## config.mk

```make
export PLATFORM = sky130hd
export DESIGN_NAME = pifo_dequeue_shaper_flat
export DESIGN_NICKNAME = d
export VERILOG_FILES = /design/src/rtl/pifo_dequeue_shaper_if.sv /design/src/rtl/pifo_dequeue_shaper.sv /design/src/flat_wrapper.sv
export SDC_FILE = /design/constraint.sdc
export NUM_CORES = 1
export LEC_CHECK = 0
export CORE_UTILIZATION = 33
export DETAILED_ROUTE_END_ITERATION = 7
export SLEW_MARGIN = 20
export SYNTH_ARGS = -nofsm -noshare
export SYNTH_HDL_FRONTEND = slang
export SYNTH_SLANG_ARGS = --single-unit
```

## constraint.sdc

```tcl
create_clock -name clk -period 2.2 [get_ports clk]
set_clock_uncertainty 0.2 [all_clocks]
set_input_delay 0.55 -clock clk [delete_from_list [all_inputs] [get_ports clk]]
set_output_delay 0.55 -clock clk [all_outputs]
set_load 0.005 [all_outputs]
```

## src/rtl/pifo_dequeue_shaper_if.sv

```systemverilog
// PIFO-head / output-stream bundle of pifo_dequeue_shaper; slave = shaper, master = its environment.
// Pure wiring, no latency and no state; flow control is the valid/ready pair carried here.
interface pifo_dequeue_shaper_if #(
    parameter int PRIORITY_WIDTH = 8,
    parameter int DATA_WIDTH     = 16,
    parameter int TOKEN_WIDTH    = 8
);
    logic                      i__pifo_empty;
    logic [PRIORITY_WIDTH-1:0] i__pifo_priority;
    logic [DATA_WIDTH-1:0]     i__pifo_data;
    logic                      o__pifo_dequeue;
    logic [TOKEN_WIDTH-1:0]    i__refill_tokens;
    logic                      o__data_out_valid;
    logic [PRIORITY_WIDTH-1:0] o__data_out_priority;
    logic [DATA_WIDTH-1:0]     o__data_out;
    logic                      i__data_out_ready;
    logic [TOKEN_WIDTH-1:0]    o__tokens;

    modport slave (
        input  i__pifo_empty, i__pifo_priority, i__pifo_data, i__refill_tokens, i__data_out_ready,
        output o__pifo_dequeue, o__data_out_valid, o__data_out_priority, o__data_out, o__tokens
    );

    modport master (
        output i__pifo_empty, i__pifo_priority, i__pifo_data, i__refill_tokens, i__data_out_ready,
        input  o__pifo_dequeue, o__data_out_valid, o__data_out_priority, o__data_out, o__tokens
    );
endinterface

```

## src/rtl/pifo_dequeue_shaper.sv

```systemverilog
// Token-bucket shaped PIFO dequeue into a 2-entry output buffer; PIFO_DEQUEUE_SHAPER_EN enables the bucket.
// Latency: a popped head is visible on the output one cycle after its dequeue cycle.
// Backpressure: ready only drains the buffer; dequeue stops when it is full, never combinationally from ready.
module pifo_dequeue_shaper #(
    parameter int PRIORITY_WIDTH = 8,
    parameter int DATA_WIDTH     = 16,
    parameter int TOKEN_WIDTH    = 8,
    parameter int BUCKET_MAX     = 16,
    parameter int REFILL_PERIOD  = 4
) (
    input logic                  clk,
    input logic                  reset,
    pifo_dequeue_shaper_if.slave bus
);

    typedef enum logic [1:0] {S_EMPTY, S_ONE, S_TWO} state_e;

    state_e                    state_q;
    logic                      valid_q;
    logic [PRIORITY_WIDTH-1:0] head_prio_q, tail_prio_q;
    logic [DATA_WIDTH-1:0]     head_dat_q, tail_dat_q;

    logic tok_ok;
    logic deq;
    logic xfer;

    // Gated by reset so nothing is popped while the block is held in reset.
    assign deq  = reset & ~bus.i__pifo_empty & tok_ok & (state_q != S_TWO);
    assign xfer = valid_q & bus.i__data_out_ready;

    // Reset drops buffered entries; heads already popped from the PIFO are lost by design.
    always_ff @(posedge clk or negedge reset) begin
        if (!reset) begin
            state_q     <= S_EMPTY;
            valid_q     <= 1'b0;
            head_prio_q <= '0;
            head_dat_q  <= '0;
            tail_prio_q <= '0;
            tail_dat_q  <= '0;
        end else begin
            case (state_q)
                S_EMPTY: begin
                    if (deq) begin
                        head_prio_q <= bus.i__pifo_priority;
                        head_dat_q  <= bus.i__pifo_data;
                        state_q     <= S_ONE;
                        valid_q     <= 1'b1;
                    end
                end
                S_ONE: begin
                    if (deq && !xfer) begin
                        tail_prio_q <= bus.i__pifo_priority;
                        tail_dat_q  <= bus.i__pifo_data;
                        state_q     <= S_TWO;
                    end else if (deq && xfer) begin
                        head_prio_q <= bus.i__pifo_priority;
                        head_dat_q  <= bus.i__pifo_data;
                    end else if (xfer) begin
                        state_q <= S_EMPTY;
                        valid_q <= 1'b0;
                    end
                end
                S_TWO: begin
                    if (xfer) begin
                        head_prio_q <= tail_prio_q;
                        head_dat_q  <= tail_dat_q;
                        state_q     <= S_ONE;
                    end
                end
                default: begin
                    state_q <= S_EMPTY;
                    valid_q <= 1'b0;
                end
            endcase
        end
    end

`ifdef PIFO_DEQUEUE_SHAPER_EN
    localparam int CW = (REFILL_PERIOD > 1) ? $clog2(REFILL_PERIOD) : 1;
    localparam logic [CW-1:0]          CNT_LAST = CW'(REFILL_PERIOD - 1);
    localparam logic [TOKEN_WIDTH:0]   TOK_MAX  = (TOKEN_WIDTH + 1)'(BUCKET_MAX);

    logic [CW-1:0]          cnt_q, cnt_d;
    logic [TOKEN_WIDTH-1:0] tok_q, tok_d;
    logic [TOKEN_WIDTH:0]   tok_sum;
    logic                   refill_evt;

    assign refill_evt = (cnt_q == CNT_LAST);
    assign tok_ok     = (tok_q != '0);

    // One spare bit keeps refill headroom from wrapping before the saturation compare.
    always_comb begin
        cnt_d   = refill_evt ? '0 : cnt_q + CW'(1);
        tok_sum = {1'b0, tok_q} - {{TOKEN_WIDTH{1'b0}}, deq}
                + (refill_evt ? {1'b0, bus.i__refill_tokens} : '0);
        tok_d   = (tok_sum > TOK_MAX) ? TOK_MAX[TOKEN_WIDTH-1:0] : tok_sum[TOKEN_WIDTH-1:0];
    end

    always_ff @(posedge clk or negedge reset) begin
        if (!reset) begin
            cnt_q <= '0;
            tok_q <= TOK_MAX[TOKEN_WIDTH-1:0];
        end else begin
            cnt_q <= cnt_d;
            tok_q <= tok_d;
        end
    end

    assign bus.o__tokens = tok_q;
`else
    logic unused_refill;

    assign tok_ok        = 1'b1;
    assign unused_refill = ^bus.i__refill_tokens;
    assign bus.o__tokens = '0;
`endif

    assign bus.o__pifo_dequeue      = deq;
    assign bus.o__data_out_valid    = valid_q;
    assign bus.o__data_out_priority = head_prio_q;
    assign bus.o__data_out          = head_dat_q;

endmodule

```

## src/flat_wrapper.sv

```systemverilog
// flat-port wrapper written by rule: the top's interface ports become plain ports
module pifo_dequeue_shaper_flat 
#(
    parameter int PRIORITY_WIDTH = 8,
    parameter int DATA_WIDTH     = 16,
    parameter int TOKEN_WIDTH    = 8,
    parameter int BUCKET_MAX     = 16,
    parameter int REFILL_PERIOD  = 4
)
  (clk, reset, bus_i__pifo_empty, bus_i__pifo_priority, bus_i__pifo_data, bus_i__refill_tokens, bus_i__data_out_ready, bus_o__pifo_dequeue, bus_o__data_out_valid, bus_o__data_out_priority, bus_o__data_out, bus_o__tokens);
  pifo_dequeue_shaper_if #(.PRIORITY_WIDTH(PRIORITY_WIDTH), .DATA_WIDTH(DATA_WIDTH), .TOKEN_WIDTH(TOKEN_WIDTH)) bus_i ();
  input logic clk;
  input logic reset;
  input wire logic [$bits(bus_i.i__pifo_empty)-1:0] bus_i__pifo_empty;
  input wire logic [$bits(bus_i.i__pifo_priority)-1:0] bus_i__pifo_priority;
  input wire logic [$bits(bus_i.i__pifo_data)-1:0] bus_i__pifo_data;
  input wire logic [$bits(bus_i.i__refill_tokens)-1:0] bus_i__refill_tokens;
  input wire logic [$bits(bus_i.i__data_out_ready)-1:0] bus_i__data_out_ready;
  output wire logic [$bits(bus_i.o__pifo_dequeue)-1:0] bus_o__pifo_dequeue;
  output wire logic [$bits(bus_i.o__data_out_valid)-1:0] bus_o__data_out_valid;
  output wire logic [$bits(bus_i.o__data_out_priority)-1:0] bus_o__data_out_priority;
  output wire logic [$bits(bus_i.o__data_out)-1:0] bus_o__data_out;
  output wire logic [$bits(bus_i.o__tokens)-1:0] bus_o__tokens;
  assign bus_i.i__pifo_empty = bus_i__pifo_empty;
  assign bus_i.i__pifo_priority = bus_i__pifo_priority;
  assign bus_i.i__pifo_data = bus_i__pifo_data;
  assign bus_i.i__refill_tokens = bus_i__refill_tokens;
  assign bus_i.i__data_out_ready = bus_i__data_out_ready;
  assign bus_o__pifo_dequeue = bus_i.o__pifo_dequeue;
  assign bus_o__data_out_valid = bus_i.o__data_out_valid;
  assign bus_o__data_out_priority = bus_i.o__data_out_priority;
  assign bus_o__data_out = bus_i.o__data_out;
  assign bus_o__tokens = bus_i.o__tokens;
  pifo_dequeue_shaper #(.PRIORITY_WIDTH(PRIORITY_WIDTH), .DATA_WIDTH(DATA_WIDTH), .TOKEN_WIDTH(TOKEN_WIDTH), .BUCKET_MAX(BUCKET_MAX), .REFILL_PERIOD(REFILL_PERIOD)) u_core (.clk(clk), .reset(reset), .bus(bus_i));
endmodule
```

======== After elaboration in Yosys (flattened, before gate mapping) ========
Index checks and enable logic that the tools add are counted.
word-level totals
  bits in registers ....................... 51
  input port bits ......................... 36
  output and inout port bits .............. 34
  logic and storage cells ................. 52
operators by class
  equal/unequal tests ..................... 11
  muxes and demuxes ....................... 21
  bitwise logic cells ..................... 5
  reductions and logical operators ........ 9
operators with widths
  operator                                                         count
  16-bit 2-to-1 mux                                                4
  16-bit one-hot mux with 3 select lines                           1
  8-bit 2-to-1 mux                                                 4
  8-bit one-hot mux with 3 select lines                            1
  2-bit 2-to-1 mux                                                 5
  5-bit AND reduction                                              2
  2-bit by 1-bit != test with 1-bit output, second input constant  4
  2-bit != test, second input constant                             3
  2-bit one-hot mux with 3 select lines                            1
  1-bit 2-to-1 mux                                                 4
  4-bit AND reduction                                              1
  1-bit AND                                                        3
  3-bit by 1-bit != test with 1-bit output, second input constant  1
  3-bit by 2-bit != test with 1-bit output, second input constant  1
  1-bit one-hot mux with 3 select lines                            1
  3-bit nonzero test                                               1
  2-bit by 1-bit == test with 1-bit output, second input constant  1
  2-bit == test, second input constant                             1
  1-bit logical AND                                                2
  2-bit logical NOT                                                1
  1-bit inverter                                                   2
  2-bit AND reduction                                              1
  1-bit logical NOT                                                1

======== Depth between registers and ports, before layout ========
Gate-level depths: netlist (run 1).
  depth in word-level cells ............... 7
  mapped depth ............................ 5
  mapped depth without buffers ............ 3

======== Worst setup path before layout (run 1) ========
OpenSTA, ideal clock, no wires.
  kind .................................... input to register
  start ................................... input port bus_i__pifo_empty
  end ..................................... register u_core.head_dat_q[0], in the netlist u_core.bus.o__data_out[0]
  arrival ................................. 1702 ps
  data required time ...................... 1875 ps
  slack ................................... 173 ps
  cell stages on the path ................. 4
  cells stage by stage .................... or3b_4 o211ai_4 buf_12 mux2_4
between the ends
  word-level cells in the longest chain between the ends .. 6
ends and longest elaborated chain
  what                                                                                 line                                                  source
  start: declaration                                                                   flat_wrapper.sv:14                                    input wire logic [$bits(bus_i.i__pifo_empty)-1:0] bus_i__pifo_empty;
  1-bit inverter (*)                                                                   pifo_dequeue_shaper.sv:28                             assign deq = reset & ~bus.i__pifo_empty & tok_ok & (state_q != S_TWO);
  1-bit AND (*) (2 in series)                                                          pifo_dequeue_shaper.sv:28
  1-bit logical AND (on tied branches)                                                 pifo_dequeue_shaper.sv:51, pifo_dequeue_shaper.sv:55
  2-bit != test (no line) or 2-bit by 1-bit != test with 1-bit output (tied branches)  n/a
  5-bit AND reduction (no line) (*)                                                    n/a
  end signal: assignment                                                               pifo_dequeue_shaper.sv:45                             head_dat_q <= bus.i__pifo_data;
  end signal: assignment                                                               pifo_dequeue_shaper.sv:57                             head_dat_q <= bus.i__pifo_data;
  end signal: assignment                                                               pifo_dequeue_shaper.sv:66                             head_dat_q <= tail_dat_q;
  end: declaration                                                                     pifo_dequeue_shaper.sv:21                             logic [DATA_WIDTH-1:0] head_dat_q, tail_dat_q;
Mark *: on every way between the ends. The rest lies on a longest branch, timed or not.
A chain may end at the register's enable or synchronous reset.

======== Final worst setup path (run 1) ========
  start ................................... input port bus_i__pifo_empty
  end ..................................... output port bus_o__pifo_dequeue
between the ends
  word-level cells in the longest chain between the ends .. 3
ends and longest elaborated chain
  what                     line                       source
  1-bit inverter           pifo_dequeue_shaper.sv:28
  1-bit AND (2 in series)  pifo_dequeue_shaper.sv:28
  end: declaration         flat_wrapper.sv:19         output wire logic [$bits(bus_i.o__pifo_dequeue)-1:0] bus_o__pifo_dequeue;
Every way passes these cells.

==> results of run 1 <==
metrics by stage:
step                      util, %  instance area, um2  std cells  hold WS [ns]  setup TNS (ns)
after floorplan                 -                2460        165        0.0544               0
after global placement       44.2                3090        311         0.280          -10.06
after detailed placement     44.2                3090        311         0.282          -10.12
after CTS                    45.6                3180        320         0.244               0
after global routing         45.6                3180        320         0.289               0
final                        45.6                3180        320         0.213               0
cell type report:
class | count | area [um2]
fillers | 661 | 3800
multi-input cells | 98 | 1060
clock inverters | 3 | 15.0
inverters | 1 | 3.75
well taps | 96 | 120
repair buffers | 66 | 636
clock buffers | 5 | 68.8
flip-flops and latches | 51 | 1280
cell usage after synthesis:
| library cell | instances |
|---|---|
| dfrtp_1 | 51 |
| conb_1 | 1 |
| nand3_1 | 1 |
| mux2_4 | 20 |
| a211o_2 | 1 |
| a21bo_2 | 1 |
| buf_4 | 8 |
| o21ai_0 | 1 |
| mux2_2 | 53 |
| nor2b_1 | 1 |
| buf_2 | 5 |
| or3b_4 | 1 |
| nand2b_1 | 1 |
| buf_12 | 2 |
| o211ai_1 | 1 |
| o211ai_4 | 1 |
| or4b_4 | 1 |
| nand2_1 | 3 |
| nor3b_1 | 1 |
| nor2_1 | 2 |
| nand4b_1 | 1 |
| inv_1 | 1 |
sequential cells by signal, summed over array words and instances (netlist names):
| signal | cells |
|---|---|
| u_core.bus.o__data_out | 16 |
| u_core.tail_dat_q | 16 |
| u_core.bus.o__data_out_priority | 8 |
| u_core.tail_prio_q | 8 |
| u_core.state_q | 2 |
| u_core.bus.o__data_out_valid | 1 |
cells by family after synthesis:
kind of cell           count (synthesis)  share of synthesized area (%)
buffers and inverters                 16                           5.29
DFF                                   51                           52.4
AOI/OAI and AO/OA                      5                           2.21
muxes                                 73                           36.8
and+or+nand+nor                       12                           3.18
other                                  1                          0.154
layer usage:
layer	global-route usage [%]	vias to the layer above
met1	15.6	696
li1	-	675
met5	0	-
met4	5.37	0
met3	3.49	5
met2	20.9	32
power groups by stage:
| stage | Combinational, mW | Clock (mW) | Sequential [mW] |
|---|---|---|---|
| 2_1_floorplan | 0.948 | 0 | 1.64 |
| 3_3_place_gp | 1.62 | 0 | 1.66 |
| 3_5_place_dp | 1.64 | 0 | 1.68 |
| 4_1_cts | 1.64 | 0.563 | 1.66 |
| 5_1_grt | 1.73 | 0.591 | 1.72 |
| 6_report | 1.60 | 0.532 | 1.65 |
path summary, 6_finish.rpt:
check                                 startpoint                          to  slack (ns)  cells past startpoint
setup / recovery               bus_i__pifo_empty         bus_o__pifo_dequeue        0.15                      4
hold / removal                             reset   u_core.bus.o__data_out[9]        0.21                      2
setup reg to reg               u_core.state_q[0]  u_core.bus.o__data_out[12]        0.22                      4
hold reg to reg            u_core.tail_dat_q[13]       u_core.tail_dat_q[13]        0.31                      1
max in group asynchronous                  reset           u_core.state_q[0]        1.14                      2
min in group clk           u_core.tail_dat_q[13]       u_core.tail_dat_q[13]        0.31                      1
worst register-to-register path, stage by stage (launching register included):
cell      delay, ns
dfrtp_1        0.44
or4b_4         0.58
o211ai_4       0.12
buf_4          0.23
mux2_4         0.31
timing repair:
action | CTS | global route
hold endpoints to repair | 1 | 0
hold buffers | 1 | 0
resized for setup | 2 | 0
setup endpoints to repair | 8 | 0
buffers inserted | 0 | 0
==> run_results.csv, run 1 <==
group,metric,value,unit
synth,synth_area,2440,um2
die,die_w,87.9,um
worst_setup_path,crit_family,"buffers and inverters",
die,coreArea,6980,um2
worst_setup_path,startpoint_type,"input pin",
synth,ys_types,22,
detailed_routing,routed.top_layer,"met4",
job,drv_cap,0,
cells_and_area,num_antenna_cells,0,
sta,post-route-period-util,93.1,%
synth,synth-warning-count,0,
run_status,status,"finished clean",
die,die_area,7730,um2
worst_setup_path,worstSetupEndpointType,"output pin",
grt,overflow,0,
detailed_routing,postRouteAntennaNets,0,
cells_and_area,drive_gt1_share,44.6,%
detailed_routing,met2WireLength,2160,um
synth,synth_top_area_share,52.4,%
synth,syn_inst,158,
sta,layout_min_cycle_time,2.05,ns
cts,root_buffer,"clkbuf_8",
grt,antenna_found_initial,0,
synth,synth.ff_latch_count,51,
power_and_ir_drop,p_per_area,1190,nW/um2
worst_setup_path,arrival,1.30,ns
die,io_pins,70,
place,io_buffers,53,
cells_and_area,final_common_cell,"mux2_2",
sta,finalSetupViolCount,0,
worst_setup_path,cpMostUsedCell,"dlygate4sd2_1",
synth,yosysTopAreaCell,"dfrtp_1",
detailed_routing,drt_wl_total,4490,um
worst_setup_path,critPathBufInv,2,
grt,grt_pass1_wl,7250,um
cts,ctsLongestPathBuffers,2,
cts,cts_max_level,2,
sta,setup_slack,0.152,ns
sta,slew_headroom,56.5,%
synth,post_synth.cell_area_avg,15.4,um2
cells_and_area,syn2layout_area_growth,30.5,%
sta,worst_pin_slew,0.653,ns
power_and_ir_drop,vdd_drop_max,0.443,mV
cts,cts_tree,"built",
place,dpl.hpwl,3040,um
cells_and_area,num-nets-final,259,
sta,final_max_slew_viol_count,0,
power_and_ir_drop,pwr-share-comb,42.3,%
worst_setup_path,path_cells,"dlygate4sd2_1 -> nand2b_1 -> nor2_1 -> dlygate4sd2_1",
sta,fmaxAchievable,0.488,GHz
grt,grt_max_degree,51,
worst_setup_path,cp_slowest_cell,"dlygate4sd2_1",
cells_and_area,layout_common_cells,"53 x mux2_2, 51 x dfrtp_1, 50 x clkdlybuf4s50_1",
min_path,hold_class,"in2async",
power_and_ir_drop,switchingPower,1.02,mW
place,place_congestion,0.685,
power_and_ir_drop,clkPwrFrac,14.0,%
worst_setup_path,cp.required,1.45,ns
detailed_routing,drt_iter0_markers,36,
worst_setup_path,cpPeakStageDelay,0.27,ns
power_and_ir_drop,power.total,3.79,mW
detailed_routing,viasPerCell,4.40,
synth,ys_top_cells_by_area,"dfrtp_1 52%, mux2_2 24%, mux2_4 12%",
die,die_h,87.9,um
cts,cts.sink_count,51,
cts,path_clk_slew,0.09,ns
sta,grt_setup_unrepaired,"no",
worst_setup_path,critPathMaxFanout,4,
place,pre_cts_ws,-0.351,ns
sta,hold_violations,0,
detailed_routing,remaining_drc_errors,0,
die,initial_utilization,34.9,%
detailed_routing,wl_met1,2040,um
power_and_ir_drop,internal_power,2.77,mW
cts,clk_latency,0.30,ns
detailed_routing,avgRoutedWirePerCell,14.0,um
power_and_ir_drop,switching_share,26.9,%
detailed_routing,drtPass1Iterations,4,
grt,grtUsageTotal,12.7,%
synth,ys_seq_area_share,52.4,%
worst_setup_path,crit_type,"in2out",
die,rows,30,
detailed_routing,wl_met3,204,um
grt,grt_pass1_vias,1438,
power_and_ir_drop,power_frac_seq,43.6,%
power_and_ir_drop,leakage,1.38,nW
detailed_routing,dr_total_vias,1408,
cts,numCtsBuffers,5,
Power figures use the tool's default switching activity.
==> inputs of run 2 (changes only) <==
Settings changed: CORE_MARGIN from default to 1.
==> results of run 2 <==
Same layout as run 1: the final DEF is identical, and so are final timing and power.
